File: config.mk
export PLATFORM = sky130hd
export DESIGN_NAME = gpio_rotation_monitor_flat
export DESIGN_NICKNAME = d
export VERILOG_FILES = /design/src/rtl/gpio_rotation_monitor_if.sv /design/src/rtl/gpio_rotation_monitor.sv /design/src/flat_wrapper.sv
export SDC_FILE = /design/constraint.sdc
export NUM_CORES = 1
export LEC_CHECK = 0
export BUFFER_PORTS_ARGS = -buffer_cell sky130_fd_sc_hd__buf_2
export CELL_PAD_IN_SITES_DETAIL_PLACEMENT = 1
export CELL_PAD_IN_SITES_GLOBAL_PLACEMENT = 2
export CORE_ASPECT_RATIO = 1.1
export CORE_MARGIN = 3
export CORE_UTILIZATION = 35
export CTS_CLUSTER_DIAMETER = 80
export CTS_CLUSTER_SIZE = 10
export DETAILED_ROUTE_END_ITERATION = 7
export HOLD_SLACK_MARGIN = 0.1
export PLACE_DENSITY = 0.85
export SYNTH_ARGS = -nofsm -noshare
export SYNTH_HDL_FRONTEND = slang
export SYNTH_SLANG_ARGS = --single-unit
File: constraint.sdc
create_clock -name clk -period 2.3 [get_ports clk]
set_clock_uncertainty 0.2 [all_clocks]
set_input_delay 0.345 -clock clk [delete_from_list [all_inputs] [get_ports clk]]
set_output_delay 0.345 -clock clk [all_outputs]
set_load 0.01 [all_outputs]
File: src/rtl/gpio_rotation_monitor_if.sv
// Signal bundle between the rotating GPIO pattern path and its rotation monitor.
// The master side drives the pattern and controls; the slave side is the monitor.
interface gpio_rotation_monitor_if #(
    parameter int unsigned WIDTH = 5,
    parameter int unsigned CNT_W = 16
);
    logic [WIDTH-1:0] gpio_in;
    logic             enable;
    logic             clear;
    logic [CNT_W-1:0] rotations;
    logic [CNT_W-1:0] errors;
    logic [WIDTH-1:0] last_pattern;
    logic             locked;
    logic             err_pulse;
    logic             irq;

    modport master (
        output gpio_in,
        output enable,
        output clear,
        input  rotations,
        input  errors,
        input  last_pattern,
        input  locked,
        input  err_pulse,
        input  irq
    );

    modport slave (
        input  gpio_in,
        input  enable,
        input  clear,
        output rotations,
        output errors,
        output last_pattern,
        output locked,
        output err_pulse,
        output irq
    );
endinterface

File: src/rtl/gpio_rotation_monitor.sv
// Checks a synchronized one-hot GPIO pattern for rotate-left steps, counting good steps
// and sequence errors, with a sticky error interrupt.
module gpio_rotation_monitor #(
    parameter int unsigned WIDTH       = 5,
    parameter int unsigned CNT_W       = 16,
    parameter int unsigned SYNC_STAGES = 2
) (
    input logic                    clk,
    input logic                    reset,
    gpio_rotation_monitor_if.slave bus
);

    typedef enum logic [0:0] {StWaitInit, StTrack} state_e;

    function automatic logic is_onehot(input logic [WIDTH-1:0] x);
        return (x != '0) && ((x & (x - WIDTH'(1))) == '0);
    endfunction

    function automatic logic [WIDTH-1:0] rotl(input logic [WIDTH-1:0] x);
        return {x[WIDTH-2:0], x[WIDTH-1]};
    endfunction

    function automatic logic [CNT_W-1:0] sat_inc(input logic [CNT_W-1:0] x);
        return (x == '1) ? x : x + CNT_W'(1);
    endfunction

    logic [WIDTH-1:0] sync_q [SYNC_STAGES];
    logic [WIDTH-1:0] sample;
    logic [WIDTH-1:0] last_q;
    logic             change;

    state_e           state_q, state_d;
    logic [WIDTH-1:0] expected_q, expected_d;
    logic [CNT_W-1:0] rot_q, rot_d;
    logic [CNT_W-1:0] err_q, err_d;
    logic             irq_q, irq_d;
    logic             err_pulse_q, err_pulse_d;

    // Input synchronizer; the pattern may come from another clock domain.
    always_ff @(posedge clk or negedge reset) begin
        if (!reset) begin
            for (int unsigned i = 0; i < SYNC_STAGES; i++) begin
                sync_q[i] <= '0;
            end
            last_q <= '0;
        end else begin
            sync_q[0] <= bus.gpio_in;
            for (int unsigned i = 1; i < SYNC_STAGES; i++) begin
                sync_q[i] <= sync_q[i-1];
            end
            last_q <= sample;
        end
    end

    assign sample = sync_q[SYNC_STAGES-1];
    assign change = (sample != last_q);

    always_ff @(posedge clk or negedge reset) begin
        if (!reset) begin
            state_q     <= StWaitInit;
            expected_q  <= '0;
            rot_q       <= '0;
            err_q       <= '0;
            irq_q       <= 1'b0;
            err_pulse_q <= 1'b0;
        end else begin
            state_q     <= state_d;
            expected_q  <= expected_d;
            rot_q       <= rot_d;
            err_q       <= err_d;
            irq_q       <= irq_d;
            err_pulse_q <= err_pulse_d;
        end
    end

    always_comb begin
        state_d     = state_q;
        expected_d  = expected_q;
        rot_d       = rot_q;
        err_d       = err_q;
        irq_d       = irq_q;
        err_pulse_d = 1'b0;

        if (bus.clear) begin
            state_d = StWaitInit;
            rot_d   = '0;
            err_d   = '0;
            irq_d   = 1'b0;
        end else if (!bus.enable) begin
            state_d = StWaitInit;
        end else begin
            unique case (state_q)
                StWaitInit: begin
                    // Locking on a pattern is not itself a rotation step.
                    if (is_onehot(sample)) begin
                        expected_d = rotl(sample);
                        state_d    = StTrack;
                    end
                end
                StTrack: begin
                    if (change) begin
                        if (sample == expected_q) begin
                            rot_d      = sat_inc(rot_q);
                            expected_d = rotl(sample);
                        end else begin
                            err_d       = sat_inc(err_q);
                            err_pulse_d = 1'b1;
                            irq_d       = 1'b1;
                            state_d     = StWaitInit;
                        end
                    end
                end
                default: state_d = StWaitInit;
            endcase
        end
    end

    assign bus.rotations    = rot_q;
    assign bus.errors       = err_q;
    assign bus.last_pattern = last_q;
    assign bus.locked       = (state_q == StTrack);
    assign bus.err_pulse    = err_pulse_q;
    assign bus.irq          = irq_q;

endmodule

File: src/flat_wrapper.sv
// flat-port wrapper written by rule: the top's interface ports become plain ports
module gpio_rotation_monitor_flat 
#(
    parameter int unsigned WIDTH       = 5,
    parameter int unsigned CNT_W       = 16,
    parameter int unsigned SYNC_STAGES = 2
)
  (clk, reset, bus_gpio_in, bus_enable, bus_clear, bus_rotations, bus_errors, bus_last_pattern, bus_locked, bus_err_pulse, bus_irq);
  gpio_rotation_monitor_if #(.WIDTH(WIDTH), .CNT_W(CNT_W)) bus_i ();
  input logic clk;
  input logic reset;
  input wire logic [$bits(bus_i.gpio_in)-1:0] bus_gpio_in;
  input wire logic [$bits(bus_i.enable)-1:0] bus_enable;
  input wire logic [$bits(bus_i.clear)-1:0] bus_clear;
  output wire logic [$bits(bus_i.rotations)-1:0] bus_rotations;
  output wire logic [$bits(bus_i.errors)-1:0] bus_errors;
  output wire logic [$bits(bus_i.last_pattern)-1:0] bus_last_pattern;
  output wire logic [$bits(bus_i.locked)-1:0] bus_locked;
  output wire logic [$bits(bus_i.err_pulse)-1:0] bus_err_pulse;
  output wire logic [$bits(bus_i.irq)-1:0] bus_irq;
  assign bus_i.gpio_in = bus_gpio_in;
  assign bus_i.enable = bus_enable;
  assign bus_i.clear = bus_clear;
  assign bus_rotations = bus_i.rotations;
  assign bus_errors = bus_i.errors;
  assign bus_last_pattern = bus_i.last_pattern;
  assign bus_locked = bus_i.locked;
  assign bus_err_pulse = bus_i.err_pulse;
  assign bus_irq = bus_i.irq;
  gpio_rotation_monitor #(.WIDTH(WIDTH), .CNT_W(CNT_W), .SYNC_STAGES(SYNC_STAGES)) u_core (.clk(clk), .reset(reset), .bus(bus_i));
endmodule
==> out/metrics.cfg, run 1 <==
[status]
status = finished clean

[clocking]
cts_root_buffer = clkbuf_8
clk_latency_ps = 320
cts_made_buffers = 5
cts_tree = built
cts_sinks = 55
clockBufferDepth = 2
cts.clk_slew.worst_paths_ps = 110
htreeDepth = 2

[place]
io_buffers = 48
dpl_cell_area_sq_um = 3210
place.gp.congestion = 0.768
dp_hpwl_microns = 5080
dp_cells = 429
dpl_worst_slack_ps = 13.3

[sta]
setup_viol = 0
finalCriticalPeriod_ps = 2180
grt_setup_unrepaired = true
fin_hold_ws_ps = 156
worst_slew_pin_slew_ps = 558
finalSetupTns_ps = 0
max_freq_ghz = 0.459
hold_violations = 0
slew-limit-headroom_pct = 62.8
period_share_pct = 94.8
drv_slew = 0
worst_slack_ps = 120

[setup_path]
crit_arrival_ps = 2230
crit_required_ps = 2350
rr_worst_depth = 8
worstSetupPathType = flop to flop
critPathMaxFanout = 6
worst-r2r-setup-slack_ps = 120
endpoint_kind = flop
critPathLaunchType = flop

[pwr]
ir_drop_mv = 0.262
seqPwrFrac_pct = 56.7
p_comb_share_pct = 12.9
total_power_mw = 1.85
p_leak_nw = 1.61
p_clk_share_pct = 30.4
powerDensity_nw_per_um2 = 536
p_sw_mw = 0.496
intPower_mw = 1.35
sw_frac_of_total_pct = 26.9

[route]
drc = 0
route.met2.wl_microns = 3570
postRouteAntennaNets = 0
wl_met1_microns = 3110
firstDrtPassIters = 4
vias = 2276
wl_met3_microns = 177
drt-initial-drc-count = 60
via_per_inst = 5.09
routed.top_layer = met4
wl_per_cell_microns = 15.5
drt_wl_total_microns = 6940

[synthesis]
synth_warnings = 0
ys.flop_type = dfrtp_1
syn_avg_cell_area_sq_um = 10.3
synth_top_area_share_pct = 50.8
synth.distinct_cells = 43
yosys-top-cells-count = dfrtp_1 (55), nor2_1 (31), xor2_1 (23)
synthTopCellsByArea = dfrtp_1 (51%), xor2_1 (7.4%), nor2_1 (4.3%)
synth.most_common_cell = dfrtp_1
syn_nets = 275
synth_edf_count = 0
ys_seq_elements = 55
syn_area_sq_um = 2710
synthArstFlopShare_pct = 100
seq_area_frac_synth_pct = 50.8
post-synth-top-area-cell = dfrtp_1
synthCells = 264

[floorplan]
die_x_microns = 89.9
die_area_sq_um = 8830
chipHeight_microns = 98.2
initial_core_util_pct = 36.2
io_pins = 49
row_count = 33
core_sq_um = 7470

[global_routing]
antenna_found_initial = 0
grt_max_degree = 34
overflow = 0
grt_pass1_vias = 2354
grtUsageTotal_pct = 15.9
grt_pass1_wl_microns = 11600

[job]
max_cap_violations = 0

[min_path]
hold_path.class = flop to flop
hold_depth = 0

[final_layout]
final_cell_area_sq_um = 3440
syn2layout_area_growth_pct = 27.0
drive_above_1_share_pct = 31.0
final_cells = 447
finish.net_count = 352
diodes = 0
utilization_pct = 46.0

==> logic make-up (layout without fill, tap and decap cells) <==
| family | after synthesis | in the layout | synth area share (%) |
|---|---|---|---|
| XOR/XNOR | 27 | 27 | 8.73 |
| buffers and inverters | 17 | 95 | 3.19 |
| flip-flops | 55 | 55 | 50.8 |
| AO/OA/AOI/OAI | 32 | 32 | 7.30 |
| multiplexers | 9 | 9 | 3.70 |
| AND/OR/NAND/NOR | 122 | 122 | 25.3 |
| adder cells (fa/ha/maj) | 2 | 2 | 0.924 |
==> critical path, stage by stage (launching register included) <==
cell and delay (ps):
dfrtp_1 420, buf_6 150, xor2_1 160, nor3_2 200, and2_4 190, buf_12 120, nand4_4 130, or3_4 430
a21oi_2 120
==> power groups by stage <==
| stage | combinational [mW] | sequential, mW | clock [mW] |
|---|---|---|---|
| 2_1_floorplan | 0.120 | 1.06 | 0 |
| 3_3_place_gp | 0.204 | 1.06 | 0 |
| 3_5_place_dp | 0.211 | 1.07 | 0 |
| 4_1_cts | 0.220 | 1.05 | 0.578 |
| 5_1_grt | 0.267 | 1.05 | 0.619 |
| 6_report | 0.239 | 1.05 | 0.561 |
==> layer usage <==
| layer | vias to the layer above | global-route usage [%] |
|---|---|---|
| met5 | - | 0 |
| met4 | 0 | 4.59 |
| met3 | 9 | 2.77 |
| met2 | 34 | 28.4 |
| met1 | 1142 | 19.9 |
| li1 | 1091 | - |
==> layout by cell type (no fill, tap or decap), types with 6 or more instances in the layout <==
master         instances
a21oi_1               10
and3_1                 9
buf_2                 48
buf_4                 23
dfrtp_1               55
dlygate4sd3_1          6
inv_1                  6
mux2_2                 8
nand2_1               14
nand3_1               11
nand4_1               18
nor2_1                31
o21ai_0               10
or3_1                  9
xor2_1                23
==> flip-flops by register name, summed over array words and instances (netlist names) <==
name / cells
u_core.bus.err_pulse: 1
u_core.bus.errors: 16
u_core.bus.irq: 1
u_core.bus.last_pattern: 5
u_core.bus.locked: 1
u_core.bus.rotations: 16
u_core.expected_q: 5
u_core.sample: 5
u_core.sync_q: 5
==> worst paths after layout <==
path / to / from
setup / recovery: u_core.bus.rotations[4]$_DFFE_PN0P_ / u_core.sample[4]$_DFF_PN0_
hold / removal: u_core.sample[4]$_DFF_PN0_ / u_core.sync_q[9]$_DFF_PN0_
setup reg to reg: u_core.bus.rotations[4]$_DFFE_PN0P_ / u_core.sample[4]$_DFF_PN0_
hold reg to reg: u_core.sample[4]$_DFF_PN0_ / u_core.sync_q[9]$_DFF_PN0_
max in group asynchronous: u_core.bus.last_pattern[3]$_DFF_PN0_ / reset
min in group asynchronous: u_core.bus.rotations[8]$_DFFE_PN0P_ / reset
==> timing repair <==
item	CTS	global route
resized for setup	0	8
endpoints found under the setup margin	0	18
endpoints found under the hold margin	27	0
buffers inserted	0	3
hold buffers	6	0
==> area by class of cell <==
cell class | count | area, sq um
Sequential cell | 55 | 1380
Fill cell | 843 | 4030
Inverter | 6 | 22.5
Clock inverter | 3 | 22.5
Clock buffer | 5 | 68.8
Timing Repair Buffer | 81 | 549
Multi-Input combinational cell | 192 | 1270
Tap cell | 105 | 131
No activity file was read; power rests on OpenSTA's default activity.
==> inputs of run 2 (changes only) <==
--- a/config.mk
+++ b/config.mk
@@ -15,7 +15,8 @@
 export CTS_CLUSTER_SIZE = 10
 export DETAILED_ROUTE_END_ITERATION = 7
 export HOLD_SLACK_MARGIN = 0.1
-export PLACE_DENSITY = 0.85
+export PLACE_DENSITY = 0.87
+export REMOVE_ABC_BUFFERS = 1
 export SYNTH_ARGS = -nofsm -noshare
 export SYNTH_HDL_FRONTEND = slang
 export SYNTH_SLANG_ARGS = --single-unit
==> run 2 against run 1 <==
Worst hold slack improved by 3.8 ps; global-route usage rose by 0.49 points; via count increased by 1.1%; utilization down 0.23 points; sequential power about the same; routed wire length up 0.22%; final area down 0.51%; critical endpoint is now u_core.bus.rotations[3]$_DFFE_PN0P_.
==> out/metrics.cfg, run 2 (same netlist as run 1, synthesis figures left out) <==
[status]
status = finished clean

[setup_path]
reg2reg_to = u_core.bus.rotations[3]$_DFFE_PN0P_
worstSetupPathType = flop to flop
critPathMaxFanout = 9  ; +3
crit_arrival_ps = 2190  ; -40 ps
worst-r2r-setup-slack_ps = 120  ; about the same
endpoint_kind = flop
rr_worst_depth = 6  ; -2
r2r-start = u_core.sample[3]$_DFF_PN0_
critPathLaunchType = flop
crit_required_ps = 2310  ; -40 ps

[final_layout]
syn2layout_area_growth_pct = 26.4
diodes = 0  ; unchanged
utilization_pct = 45.8  ; -0.23 points
finish.net_count = 350  ; -0.57%
final_common_cell = dfrtp_1
n_fill_cell = 863  ; +2.4%
final_cell_mix = dfrtp_1 (51), buf_2 (48), nor2_1 (31)
drive_above_1_share_pct = 32.4  ; +1.4 points
final_cells = 445  ; -0.45%

[job]
max_cap_violations = 0  ; unchanged

[min_path]
hold_depth = 0  ; unchanged
holdPathEnd = u_core.sample[3]$_DFF_PN0_
worstHoldStart = u_core.sync_q[8]$_DFF_PN0_
hold_path.class = flop to flop

[sta]
period_share_pct = 95.0  ; +0.19 points
max_freq_ghz = 0.458  ; -0.20%
finalCriticalPeriod_ps = 2180  ; +4.46 ps
setup_viol = 0  ; unchanged
worst_slack_ps = 116  ; -4.46 ps
drv_slew = 0  ; unchanged
hold_violations = 0  ; unchanged
worst_slew_pin_slew_ps = 509  ; -48.6 ps
slew-limit-headroom_pct = 66.1  ; +3.2 points

[pwr]
p_leak_nw = 1.59  ; -1.1%
powerDensity_nw_per_um2 = 537  ; about the same
ir_drop_mv = 0.321  ; +22%

[floorplan]
die_x_microns = 89.9  ; unchanged
row_count = 33  ; unchanged
chipHeight_microns = 98.2  ; unchanged
initial_core_util_pct = 36.2  ; unchanged
core_sq_um = 7470  ; unchanged
die_area_sq_um = 8830  ; unchanged
io_pins = 49  ; unchanged

[global_routing]
grt_pass1_wl_microns = 12000  ; +3.6%
grt_max_degree = 38  ; +12%
grtUsageTotal_pct = 16.4  ; +0.49 points
overflow = 0  ; unchanged
grt_pass1_vias = 2468  ; +4.8%
antenna_found_initial = 0  ; unchanged

[clocking]
cts_made_buffers = 5  ; unchanged
clk_latency_ps = 310  ; about the same
cts_root_buffer = clkbuf_8
htreeDepth = 2  ; unchanged
cts.clk_slew.worst_paths_ps = 110  ; about the same
clockBufferDepth = 2  ; unchanged
cts_sinks = 55  ; unchanged
cts_tree = built

[place]
dpl_worst_slack_ps = -54.7  ; -68.0 ps
place.gp.congestion = 0.781  ; +1.8%
io_buffers = 48  ; unchanged
dp_hpwl_microns = 4980  ; -1.9%
dp_cells = 427  ; -0.47%

[route]
vias = 2301  ; +1.1%
drc = 0  ; unchanged
drt_wl_total_microns = 6950  ; +0.22%
postRouteAntennaNets = 0  ; unchanged
drt-initial-drc-count = 78  ; +30%
wl_per_cell_microns = 15.6  ; +0.67%
firstDrtPassIters = 4  ; unchanged
via_per_inst = 5.17  ; +1.6%

-- run 2: cell types whose count changed in the layout (fill, tap and decap cells not counted), moves of 2 or more --
cell,previous run,this run
dfrtp_1,55,51
dfrtp_2,0,4
inv_6,1,3
nor4_1,2,0
nor4_2,2,4
-- run 2: worst max-delay path by stage --
stage	to	from	cells after the start	slack [ps]
after floorplan	u_core.bus.errors[5]$_DFFE_PN0P_	u_core.sample[2]$_DFF_PN0_	6	60
after global placement	u_core.bus.rotations[3]$_DFFE_PN0P_	u_core.sample[0]$_DFF_PN0_	5	50
after detailed placement	u_core.bus.rotations[3]$_DFFE_PN0P_	u_core.sample[0]$_DFF_PN0_	5	-50
after CTS	u_core.bus.rotations[14]$_DFFE_PN0P_	u_core.sample[4]$_DFF_PN0_	7	40
after global routing	u_core.expected_q[0]$_DFFE_PN0P_	u_core.sample[3]$_DFF_PN0_	6	-30
final	u_core.bus.rotations[3]$_DFFE_PN0P_	u_core.sample[3]$_DFF_PN0_	6	120
-- run 2: report_power, final --
group / internal (mW) / switching (mW) / leakage [nW]
registers: 1.01 / 0.0368 / 0.720
clock network: 0.227 / 0.354 / 0.0495
logic: 0.0911 / 0.114 / 0.824
-- run 2: cell type report --
class / instances / area (sq um) / share of cell area, %
flip-flops and latches: 55 / 1380 / 40.4
multi-input cells: 192 / 1290 / 37.7
repair buffers: 79 / 500 / 14.6
well taps: 105 / 131 / 3.84
clock buffers: 5 / 68.8 / 2.01
clock inverters: 3 / 26.3 / 0.768
inverters: 6 / 22.5 / 0.658
-- run 2: through the flow --
step / hold WS, ps / cell area (sq um) / power, mW / setup TNS [ps]
2_1_floorplan: -151 / 2640 / 1.16 / 0
3_3_place_gp: 133 / 3190 / 1.25 / 0
3_5_place_dp: 138 / 3190 / 1.27 / -91.9
4_1_cts: 165 / 3340 / 1.86 / 0
5_1_grt: 168 / 3420 / 1.94 / -138
6_report: 160 / 3420 / 1.84 / 0
-- run 2: timing repair --
item	4_1_cts	5_1_grt
buffers inserted	0	4
hold buffers	6	0
endpoints found under the setup margin	10	20
hold endpoints to repair	23	0
resized for setup	1	12
pin swaps	0	1
-- run 2: worst max-delay path, cell delays in order (launching register included) --
cell     delay (ps)
dfrtp_2         460
buf_4           150
xor2_1          280
o311a_4         330
nand4_4         160
nor2_1          140
mux2_2          350
-- run 2: layer usage --
metal | track usage, % | vias up | wire length, microns
met2 | 29.9 | 37 | 3580
met3 | 2.70 | 5 | 204
met5 | 0 | - | 0
met1 | 20.6 | 1176 | 3120
li1 | - | 1083 | -
met4 | 3.42 | 0 | 51
